$ cat src/rtl/kyber_pack_pkg.sv
// Shared constants, FSM state type and configuration helpers for the Kyber
// ByteEncode_d streaming packer.
package kyber_pack_pkg;

  localparam int MAX_D   = 12;
  localparam int N_COEF  = 256;
  localparam int KYBER_Q = 3329;

  typedef enum logic {
    IDLE = 1'b0,
    RUN  = 1'b1
  } state_e;

  function automatic logic d_legal(input logic [3:0] d, input int max_d);
    return (d != 4'd0) && (int'(d) <= max_d);
  endfunction

  // 256 coefficients of d bits = 32*d bytes per polynomial.
  function automatic int beats_per_poly(input logic [3:0] d, input int out_bytes);
    return (32 * int'(d)) / out_bytes;
  endfunction

endpackage

$ cat src/rtl/byte_encode_acc.sv
// Bit accumulator for byte_encode_stream: masks and inserts d-bit coefficients
// LSB-first above the current fill level, and drops one output word on shift.
module byte_encode_acc #(
  parameter int MAX_D     = 12,
  parameter int OUT_BYTES = 1,
  localparam int W        = 8 * OUT_BYTES,
  localparam int ACC_W    = W + MAX_D - 1,
  localparam int FW       = $clog2(ACC_W + 1)
) (
  input  logic             clk,
  input  logic             rst_n,
  input  logic             clr_i,
  input  logic             ins_i,
  input  logic             shift_i,
  input  logic [3:0]       d_i,
  input  logic [MAX_D-1:0] coef_i,
  output logic [W-1:0]     data_o,
  output logic [FW-1:0]    fill_o
);

  logic [ACC_W-1:0] acc_q, acc_d;
  logic [FW-1:0]    fill_q, fill_d;
  logic [ACC_W-1:0] ins_word;

  function automatic logic [MAX_D-1:0] mask_d(input logic [3:0] d);
    logic [MAX_D-1:0] m;
    m = '0;
    for (int i = 0; i < MAX_D; i++) m[i] = (i < int'(d));
    return m;
  endfunction

  // Insert only happens with fill < W, so the shifted coefficient always fits.
  always_comb begin
    ins_word = ACC_W'(coef_i & mask_d(d_i)) << fill_q;
    acc_d    = acc_q;
    fill_d   = fill_q;
    if (clr_i) begin
      acc_d  = '0;
      fill_d = '0;
    end else if (shift_i) begin
      acc_d  = acc_q >> W;
      fill_d = fill_q - FW'(W);
    end else if (ins_i) begin
      acc_d  = acc_q | ins_word;
      fill_d = fill_q + FW'(d_i);
    end
  end

  always_ff @(posedge clk or negedge rst_n) begin
    if (!rst_n) begin
      acc_q  <= '0;
      fill_q <= '0;
    end else begin
      acc_q  <= acc_d;
      fill_q <= fill_d;
    end
  end

  assign data_o = acc_q[W-1:0];
  assign fill_o = fill_q;

endmodule

$ cat src/rtl/byte_encode_stream.sv
// Streaming Kyber ByteEncode_d packer: one d-bit coefficient in per handshake,
// OUT_BYTES-wide words out. Define BYTE_ENCODE_RANGE_CHECK_EN for range_err.
module byte_encode_stream #(
  parameter int MAX_D     = kyber_pack_pkg::MAX_D,
  parameter int N_COEF    = kyber_pack_pkg::N_COEF,
  parameter int OUT_BYTES = 1
) (
  input  logic                   clk,
  input  logic                   rst_n,
  input  logic                   start,
  input  logic [3:0]             d_sel,
  input  logic                   in_valid,
  output logic                   in_ready,
  input  logic [MAX_D-1:0]       in_coef,
  output logic                   out_valid,
  input  logic                   out_ready,
  output logic [8*OUT_BYTES-1:0] out_data,
  output logic                   out_last,
  output logic                   busy,
  output logic                   done,
  output logic                   cfg_err
`ifdef BYTE_ENCODE_RANGE_CHECK_EN
  ,
  output logic                   range_err
`endif
);
  import kyber_pack_pkg::*;

  localparam int W     = 8 * OUT_BYTES;
  localparam int ACC_W = W + MAX_D - 1;
  localparam int FW    = $clog2(ACC_W + 1);
  localparam int CW    = $clog2(N_COEF + 1);
  localparam int BW    = $clog2(32 * MAX_D + 1);

  state_e        state_q, state_d;
  logic [3:0]    d_q, d_d;
  logic [CW-1:0] coef_cnt_q, coef_cnt_d;
  logic [BW-1:0] beat_cnt_q, beat_cnt_d;
  logic          done_q, done_d;
  logic          cfg_err_q, cfg_err_d;

  logic          run, in_hs, out_hs, acc_clr, start_ok;
  logic [FW-1:0] fill;
  logic [BW-1:0] last_beat;

  byte_encode_acc #(
    .MAX_D    (MAX_D),
    .OUT_BYTES(OUT_BYTES)
  ) u_acc (
    .clk    (clk),
    .rst_n  (rst_n),
    .clr_i  (acc_clr),
    .ins_i  (in_hs),
    .shift_i(out_hs),
    .d_i    (d_q),
    .coef_i (in_coef),
    .data_o (out_data),
    .fill_o (fill)
  );

  // Ready and valid are both decoded from registered state and are exclusive.
  assign run       = (state_q == RUN);
  assign in_ready  = run && (coef_cnt_q < CW'(N_COEF)) && (fill < FW'(W));
  assign out_valid = run && (fill >= FW'(W));
  assign last_beat = BW'(beats_per_poly(d_q, OUT_BYTES) - 1);
  assign out_last  = out_valid && (beat_cnt_q == last_beat);
  assign in_hs     = in_valid && in_ready;
  assign out_hs    = out_valid && out_ready;
  assign start_ok  = (state_q == IDLE) && start && d_legal(d_sel, MAX_D);
  assign busy      = run;
  assign done      = done_q;
  assign cfg_err   = cfg_err_q;

  always_comb begin
    state_d    = state_q;
    d_d        = d_q;
    coef_cnt_d = coef_cnt_q;
    beat_cnt_d = beat_cnt_q;
    done_d     = 1'b0;
    cfg_err_d  = 1'b0;
    acc_clr    = 1'b0;
    case (state_q)
      IDLE: begin
        if (start_ok) begin
          state_d    = RUN;
          d_d        = d_sel;
          coef_cnt_d = '0;
          beat_cnt_d = '0;
          acc_clr    = 1'b1;
        end else if (start) begin
          cfg_err_d = 1'b1;
        end
      end
      RUN: begin
        if (in_hs) coef_cnt_d = coef_cnt_q + CW'(1);
        if (out_hs) begin
          beat_cnt_d = beat_cnt_q + BW'(1);
          if (out_last) begin
            state_d = IDLE;
            done_d  = 1'b1;
          end
        end
      end
      default: state_d = IDLE;
    endcase
  end

  always_ff @(posedge clk or negedge rst_n) begin
    if (!rst_n) begin
      state_q    <= IDLE;
      d_q        <= '0;
      coef_cnt_q <= '0;
      beat_cnt_q <= '0;
      done_q     <= 1'b0;
      cfg_err_q  <= 1'b0;
    end else begin
      state_q    <= state_d;
      d_q        <= d_d;
      coef_cnt_q <= coef_cnt_d;
      beat_cnt_q <= beat_cnt_d;
      done_q     <= done_d;
      cfg_err_q  <= cfg_err_d;
    end
  end

`ifdef BYTE_ENCODE_RANGE_CHECK_EN
  logic range_err_q, range_err_d;

  // d == 12 is the full-width Kyber case where values must lie below q.
  function automatic logic coef_bad(input logic [MAX_D-1:0] c, input logic [3:0] d);
    if (int'(d) == 12) return int'(c) >= KYBER_Q;
    return (c >> d) != '0;
  endfunction

  always_comb begin
    range_err_d = range_err_q;
    if (start_ok) range_err_d = 1'b0;
    else if (in_hs && coef_bad(in_coef, d_q)) range_err_d = 1'b1;
  end

  always_ff @(posedge clk or negedge rst_n) begin
    if (!rst_n) range_err_q <= 1'b0;
    else        range_err_q <= range_err_d;
  end

  assign range_err = range_err_q;
`endif

endmodule

$ cat config.mk
export PLATFORM = sky130hd
export DESIGN_NAME = byte_encode_stream
export DESIGN_NICKNAME = d
export VERILOG_FILES = /design/src/rtl/kyber_pack_pkg.sv /design/src/rtl/byte_encode_acc.sv /design/src/rtl/byte_encode_stream.sv
export SDC_FILE = /design/constraint.sdc
export NUM_CORES = 1
export LEC_CHECK = 0
export BUFFER_PORTS_ARGS = -buffer_cell sky130_fd_sc_hd__buf_2
export CORE_UTILIZATION = 40
export CTS_CLUSTER_DIAMETER = 200
export DETAILED_ROUTE_END_ITERATION = 7
export HOLD_SLACK_MARGIN = 0.06
export PLACE_DENSITY = 0.54
export SLEW_MARGIN = 10
export SYNTH_ARGS = -nofsm -noshare
export SYNTH_HDL_FRONTEND = slang
export SYNTH_HIERARCHICAL = 1
export SYNTH_SLANG_ARGS = --single-unit
export TNS_END_PERCENT = 50
$ cat constraint.sdc
create_clock -name clk -period 7.33 [get_ports clk]
set_input_delay 0.733 -clock clk [delete_from_list [all_inputs] [get_ports clk]]
set_output_delay 0.733 -clock clk [all_outputs]
set_load 0.03 [all_outputs]
# Word level (Yosys, flattened, before mapping)
# Cells that the tools add are included.
# W data, S select, Z words.
[word_totals]
regBits = 49
out_inout_bits = 14
[op_classes]
n_addsub = 5
magnitude_cmp = 16
eq_ne = 4
n_shift = 1
muxes = 22
bitwise = 3
reduce_logical = 14
[op_table]
columns = ["op", "count"]
rows = [
  ["$mux W19", 3],
  ["$pmux W9 S2", 2],
  ["$mux W9", 3],
  ["$or A19 B19 Y19", 1],
  ["$shl A19 B5 Y19", 1],
  ["$add A9 B1 Y9 const B", 2],
  ["$lt A3 B4 Y1 const A", 4],
  ["$lt A4 B4 Y1 const A", 4],
  ["$mux W5", 3],
  ["$and A12 B12 Y12", 1],
  ["$mux W1", 10],
  ["$eq A9 B9 Y1", 1],
  ["$logic_and A1 B1 Y1", 9],
  ["$lt A9 B9 Y1 const B", 1],
  ["$sub A9 B1 Y9 const B", 1],
  ["$lt A1 B4 Y1 const A", 2],
  ["$lt A2 B4 Y1 const A", 2],
  ["$reduce_and A2 Y1", 3],
  ["$add A5 B4 Y5", 1],
  ["$ge A5 B4 Y1 const B", 1],
  ["$lt A5 B4 Y1 const B", 1],
  ["$sub A5 B4 Y5 const B", 1],
  ["$le A4 B4 Y1 const B", 1],
  ["$ne A2 B1 Y1 const B", 2],
  ["other kinds (5)", 5],
]

# Logic depth before layout (Yosys ltp)
[depth]
word_depth = 7
mapped_depth = 11
ltp_nobuf = 9

# Hierarchy
# The synthesis kept the hierarchy.
[modules_own_cells]
columns = ["mod", "instances", "cells_each", "area_each_um2"]
rows = [
  ["byte_encode_acc", 1, 252, 2114.5],
  ["byte_encode_stream", 1, 131, 1348.8],
]

# Least setup slack after synthesis
# No wires, ideal clock.
[synth_path]
path_kind = "register -> output"
from = "register d_q[0]"
to = "output port out_last"
arrival_ns = 2.310
required_time_ns = 6.597
setup_slack_ns = 4.287
path_stages_with_launch = 6
n_path_buf = 0
cell_sequence = "dfrtp_1 inv_1 ha_1 xor3_1 or3_1 nor4_1"
[synth_via]
elab_chain_cells = 3
[synth_lines]
columns = ["element", "line", "rtl"]
rows = [
  ["start, declared", "byte_encode_stream.sv:36", "logic [3:0] d_q, d_d;"],
  ["start signal, assigned", "byte_encode_stream.sv:111", "d_q <= '0;"],
  ["start signal, assigned", "byte_encode_stream.sv:118", "d_q <= d_d;"],
  ["$sub A9 B1 Y9", "byte_encode_stream.sv:65", "assign last_beat = BW'(beats_per_poly(d_q, OUT_BYTES) - 1);"],
  ["$eq A9 B9 Y1", "byte_encode_stream.sv:66", "assign out_last = out_valid && (beat_cnt_q == last_beat);"],
  ["$logic_and A1 B1 Y1", "byte_encode_stream.sv:66", ""],
  ["end, declared", "byte_encode_stream.sv:18", "output logic out_last,"],
]
# Every way passes these cells.

# Worst setup path after layout
[layout_path]
from = "register u_acc.fill_q[3] (netlist: u_acc/fill_o[3])"
to = "register u_acc.acc_q[12]"
[layout_via]
elab_chain_cells = 5
elab_cells_between_ends = 12
[layout_lines]
columns = ["element", "line", "rtl"]
rows = [
  ["start, declared", "byte_encode_acc.sv:22", "logic [FW-1:0] fill_q, fill_d;"],
  ["start signal, assigned", "byte_encode_acc.sv:55", "fill_q <= fill_d;"],
  ["$ge A5 B4 Y1 *", "byte_encode_stream.sv:64", "assign out_valid = run && (fill >= FW'(W));"],
  ["$logic_and A1 B1 Y1 *", "byte_encode_stream.sv:64", ""],
  ["$logic_and A1 B1 Y1 *", "byte_encode_stream.sv:68", "assign out_hs = out_valid && out_ready;"],
  ["via out_hs", "byte_encode_stream.sv:42", "logic run, in_hs, out_hs, acc_clr, start_ok;"],
  ["$mux W19", "byte_encode_acc.sv:40", "end else if (shift_i) begin"],
  ["$mux W19", "byte_encode_acc.sv:37", "if (clr_i) begin"],
  ["end signal, assigned", "byte_encode_acc.sv:51", "acc_q <= '0;"],
  ["end signal, assigned", "byte_encode_acc.sv:54", "acc_q <= acc_d;"],
  ["end, declared", "byte_encode_acc.sv:21", "logic [ACC_W-1:0] acc_q, acc_d;"],
]
# Mark *: on every way through the listed nets, which the timed path passes. The rest lies on a longest branch. The select of a mux whose other input is x is not followed.
# A chain may end at the register's enable or synchronous reset.

==> run summary <==
The run finished with clean final reports. The die is 95.1 um wide. The cell depth of the worst min-delay path is 2.

After clock tree synthesis, the setup repair step added 0 buffers. In this run, synthesis inferred 0 flip-flops with an integrated enable. The average wire per cell in the routed design is roughly 17 um. The sequential area share after synthesis came out at 35.4%. The number of hold-slack violations in the final timing report is 0. The min-delay analysis places its worst path in the category register to register. The post-detailed-placement cell area came out at approximately 0.0036 mm^2.

Across every metal layer, demand over resource in global routing totals 20.5%. The core region is a little over 0.008 mm^2. The category of the worst setup path capture point is a register. The detail route stage leaves a number of antenna-violating nets equal to 0. For this block, the routed nets add up to 8760 um of wire. Counting flops and latches in the post-synthesis netlist gives 49. The layout cell share with drive strength beyond 1 came out at 18.4%. The post-route standard cell area excluding fillers came out at around 0.0037 mm^2. The latest clock arrival within the worst-skew pair came out at ~0.30 ns. The total I/O pin count came out at 35. The number of pins with negative max-slew slack in the final report is 0. The warning count from the yosys run is 6.

The count of input and output buffers came out at 34. The detailed-routing iteration count for the pre-antenna-repair pass came out at 5. The arrival time at the worst endpoint is between 3 and 4 ns. In this run the most critical hold path is launched from u_acc/acc_q[13]$_DFFE_PN0P_. The prevailing post-synth register cell is dfrtp_1.

The signed area change from the synthesized netlist to the final layout is 5.78%. VDD sags by at most 0.000145 V. The initial antenna violation count is 0. The worst-case reg-to-reg path depth is 7.

The post-synthesis average cell area is 9.04 um^2. Synthesis produced a netlist whose cell count is 383. The height of the chip is 95.1 um. The number of global-route vias before repair was roughly 2700. After floorplanning, the core was divided into 33 placement rows.

The per-cell via count in the routed design came out at 5.97. For the finished layout, the period the worst path requires is 3.68 ns. The power density over cell area came out at 392 mW/mm^2. The static power due to leakage came out at approximately 1.5 nW. In the routed design, unresolved DRC markers number 0. Counting every net in the synthesized netlist gives 412.

The count of buffering cells on the critical path with inverters included came out at 1. After the last flow step, the layout net total stands at approximately 430. The worst-case hold path end point is u_acc/acc_q[13]$_DFFE_PN0P_. The initial standard-cell utilization of the core is 41.7%. Grouping stages by cell kind, the critical path spends the most delay in compound AO/OA/AOI/OAI gates. The count of routing violations after the opening detailed-route iteration is 242. The required time at the endpoint of the critical path is ~7.6 ns. The slowest stage of the critical path belongs to the cell o211ai_1. The synthesized netlist contains 75 unique library cells. The congestion estimate from routability-driven global placement came to 0.858. The startpoint type of the worst setup path is a register.

The die covers 0.00903 mm^2. The maximum root-to-sink buffer count came out at 2. The number of clock buffers added by TritonCTS is 5.

The biggest cell delay along the critical path came out at 0.86 ns. The CTS clock-pin slew for the worst setup and hold paths is ~0.090 ns. In the synthesized netlist the async set-or-reset flop fraction comes to 100%. The type of the worst setup path is register to register.

The final setup violation count is 0. Setup repair after global routing left no endpoint under its margin. The library cells used most frequently in the layout, excluding fill and tap cells, are dfrtp_1, buf_2, nand2_1. The quantity of hold-fixing buffers added after cts is 0. In this run the critical register-to-register path is launched from u_acc/fill_o[3]$_DFFE_PN0P_. The first global-routing pass estimated 14200 um of wire.

The slew at the pin closest to its max-slew limit came out at 1.03 ns. The global-route congestion overflow total came out at 0. The library cell used most frequently in the layout, excluding fill and tap cells, is dfrtp_1. The maximum number of pins on one net before global-route repair came out at 50. The global routing met1 resource utilization is 31.1%. The worst-case register-to-register setup slack is approximately 3.6 ns.

The estimated wirelength of the detail-placed design came out at 6150 um. The area of the mapped netlist is 0.00346 mm^2. The met2 routing resource usage after global routing came out at 29.9%.

Along the worst path, the maximum fanout reaches 29. The worst pin sits at a relative slew slack of 30.8%. Across the routed clock network, the largest skew measured is between 0.002 and 0.0025 ns. TritonCTS built the clock tree. The total negative slack is 0 ns. Global routing consumed, on the met3 layer, around 3.5% of the routing resources. The max-capacitance violation count came out at 0. The layer flagged by global routing as most heavily used is met1. Based on the critical path, the design can be clocked at up to 271 MHz.

Post-CTS repair changed the size of 0 cells. The TritonCTS sink count is 49. The fraction of the cycle the final worst path needs came out at 50.3%. The total inserted antenna cells came out at 0. The H-tree level count came out at 2. Clock tree synthesis selected as its root buffer the cell clkbuf_8. Walking the worst path, the cells encountered are o211ai_1 -> inv_1 -> nand2b_1 -> nor3_1 -> nand2_1 -> a211oi_1 -> a211o_1.

Detailed routing inserted a total of 2998 vias. The end of the worst register-to-register path is u_acc/acc_q[12]$_DFFE_PN0P_.
-- cell usage after synthesis (5+ instances only) --
cell,count,area [um^2]
dfrtp_1,49,1230
nand2_1,26,97.6
nor2_1,22,82.6
inv_1,19,71.3
a21oi_1,18,90.1
o31ai_1,15,113
nand3_1,14,70.1
o21ai_0,14,70.1
nor3_1,13,65.1
clkbuf_1,12,45.0
nand4_1,10,62.6
nor2b_1,10,62.6
or4_1,9,67.6
buf_4,8,60.1
ha_1,7,87.6
mux2_2,7,78.8
mux2i_1,6,60.1
or3_1,6,37.5
xnor2_1,6,52.6
a211oi_1,5,37.5
a22oi_1,5,37.5
nor4_1,5,31.3
-- layout make-up --
type / count / area (um^2)
repair buffers: 35 / 178
clock buffers: 6 / 72.6
flip-flops and latches: 49 / 1230
fillers: 816 / 4640
well taps: 105 / 131
multi-input cells: 284 / 1960
clock inverters: 2 / 13.8
inverters: 21 / 78.8
-- power by group --
group / internal [mW] / switching, mW
Combinational: 0.313 / 0.445
Clock: 0.0683 / 0.0959
Sequential: 0.350 / 0.164
Total: 0.731 / 0.705
-- worst reg2reg max path: stages (launching register included) --
cell      delay [ns]
dfrtp_1         0.59
o211ai_1        0.86
inv_1           0.67
nand2b_1        0.45
nor3_1          0.42
nand2_1         0.27
a211oi_1        0.24
a211o_1         0.13
-- sequential cells by signal, indices dropped and copies added, names as in the netlist --
signal	flops
cfg_err	1
u_acc/acc_q	19
beat_cnt_q	9
coef_cnt_q	9
done	1
u_acc/fill_o	5
d_q	4
busy	1
-- cell families after synthesis --
logic type | count (synthesis) | share of synthesized area [%]
buffers and inverters | 50 | 7.91
muxes | 15 | 5.09
DFF | 49 | 35.4
xor gates and xnor gates | 9 | 2.71
AOI/OAI and AO/OA | 115 | 24.2
and+or+nand+nor | 137 | 21.6
adders and majority gates | 8 | 3.11
-- per-layer routing --
| metal | share of wire, % | wire length, um | up-vias |
|---|---|---|---|
| met3 | 5.2 | 453 | 7 |
| met1 | 51 | 4470 | 1437 |
| met2 | 43 | 3760 | 78 |
| met4 | 0.90 | 79 | 0 |
| li1 | - | - | 1476 |
| met5 | 0 | 0 | - |
-- worst max-delay path by stage --
stage	startpoint	endpoint	slack, ns	cells after the start
floorplan	d_q[0]$_DFFE_PN0P_	out_last	4.29	5
global placement	u_acc/fill_o[3]$_DFFE_PN0P_	u_acc/acc_q[12]$_DFFE_PN0P_	3.79	7
detailed placement	u_acc/fill_o[3]$_DFFE_PN0P_	u_acc/acc_q[12]$_DFFE_PN0P_	3.75	7
CTS	u_acc/fill_o[3]$_DFFE_PN0P_	u_acc/acc_q[12]$_DFFE_PN0P_	3.71	7
global route	u_acc/fill_o[3]$_DFFE_PN0P_	u_acc/acc_q[12]$_DFFE_PN0P_	3.04	7
finish	u_acc/fill_o[3]$_DFFE_PN0P_	u_acc/acc_q[12]$_DFFE_PN0P_	3.65	7
-- stage by stage --
| stage | setup WS, ns | utilization [%] | total power, mW | hold slack, ns | cells |
|---|---|---|---|---|---|
| 2_1_floorplan | 4.29 | - | 1.13 | 0.437 | 383 |
| 3_3_place_gp | 3.79 | 43.1 | 1.27 | 0.483 | 494 |
| 3_5_place_dp | 3.75 | 43.1 | 1.27 | 0.477 | 494 |
| 4_1_cts | 3.71 | 44.1 | 1.44 | 0.502 | 502 |
| 5_1_grt | 3.04 | 44.1 | 1.55 | 0.525 | 502 |
| 6_report | 3.65 | 44.1 | 1.44 | 0.500 | 502 |
Power figures use the tool's default switching activity.
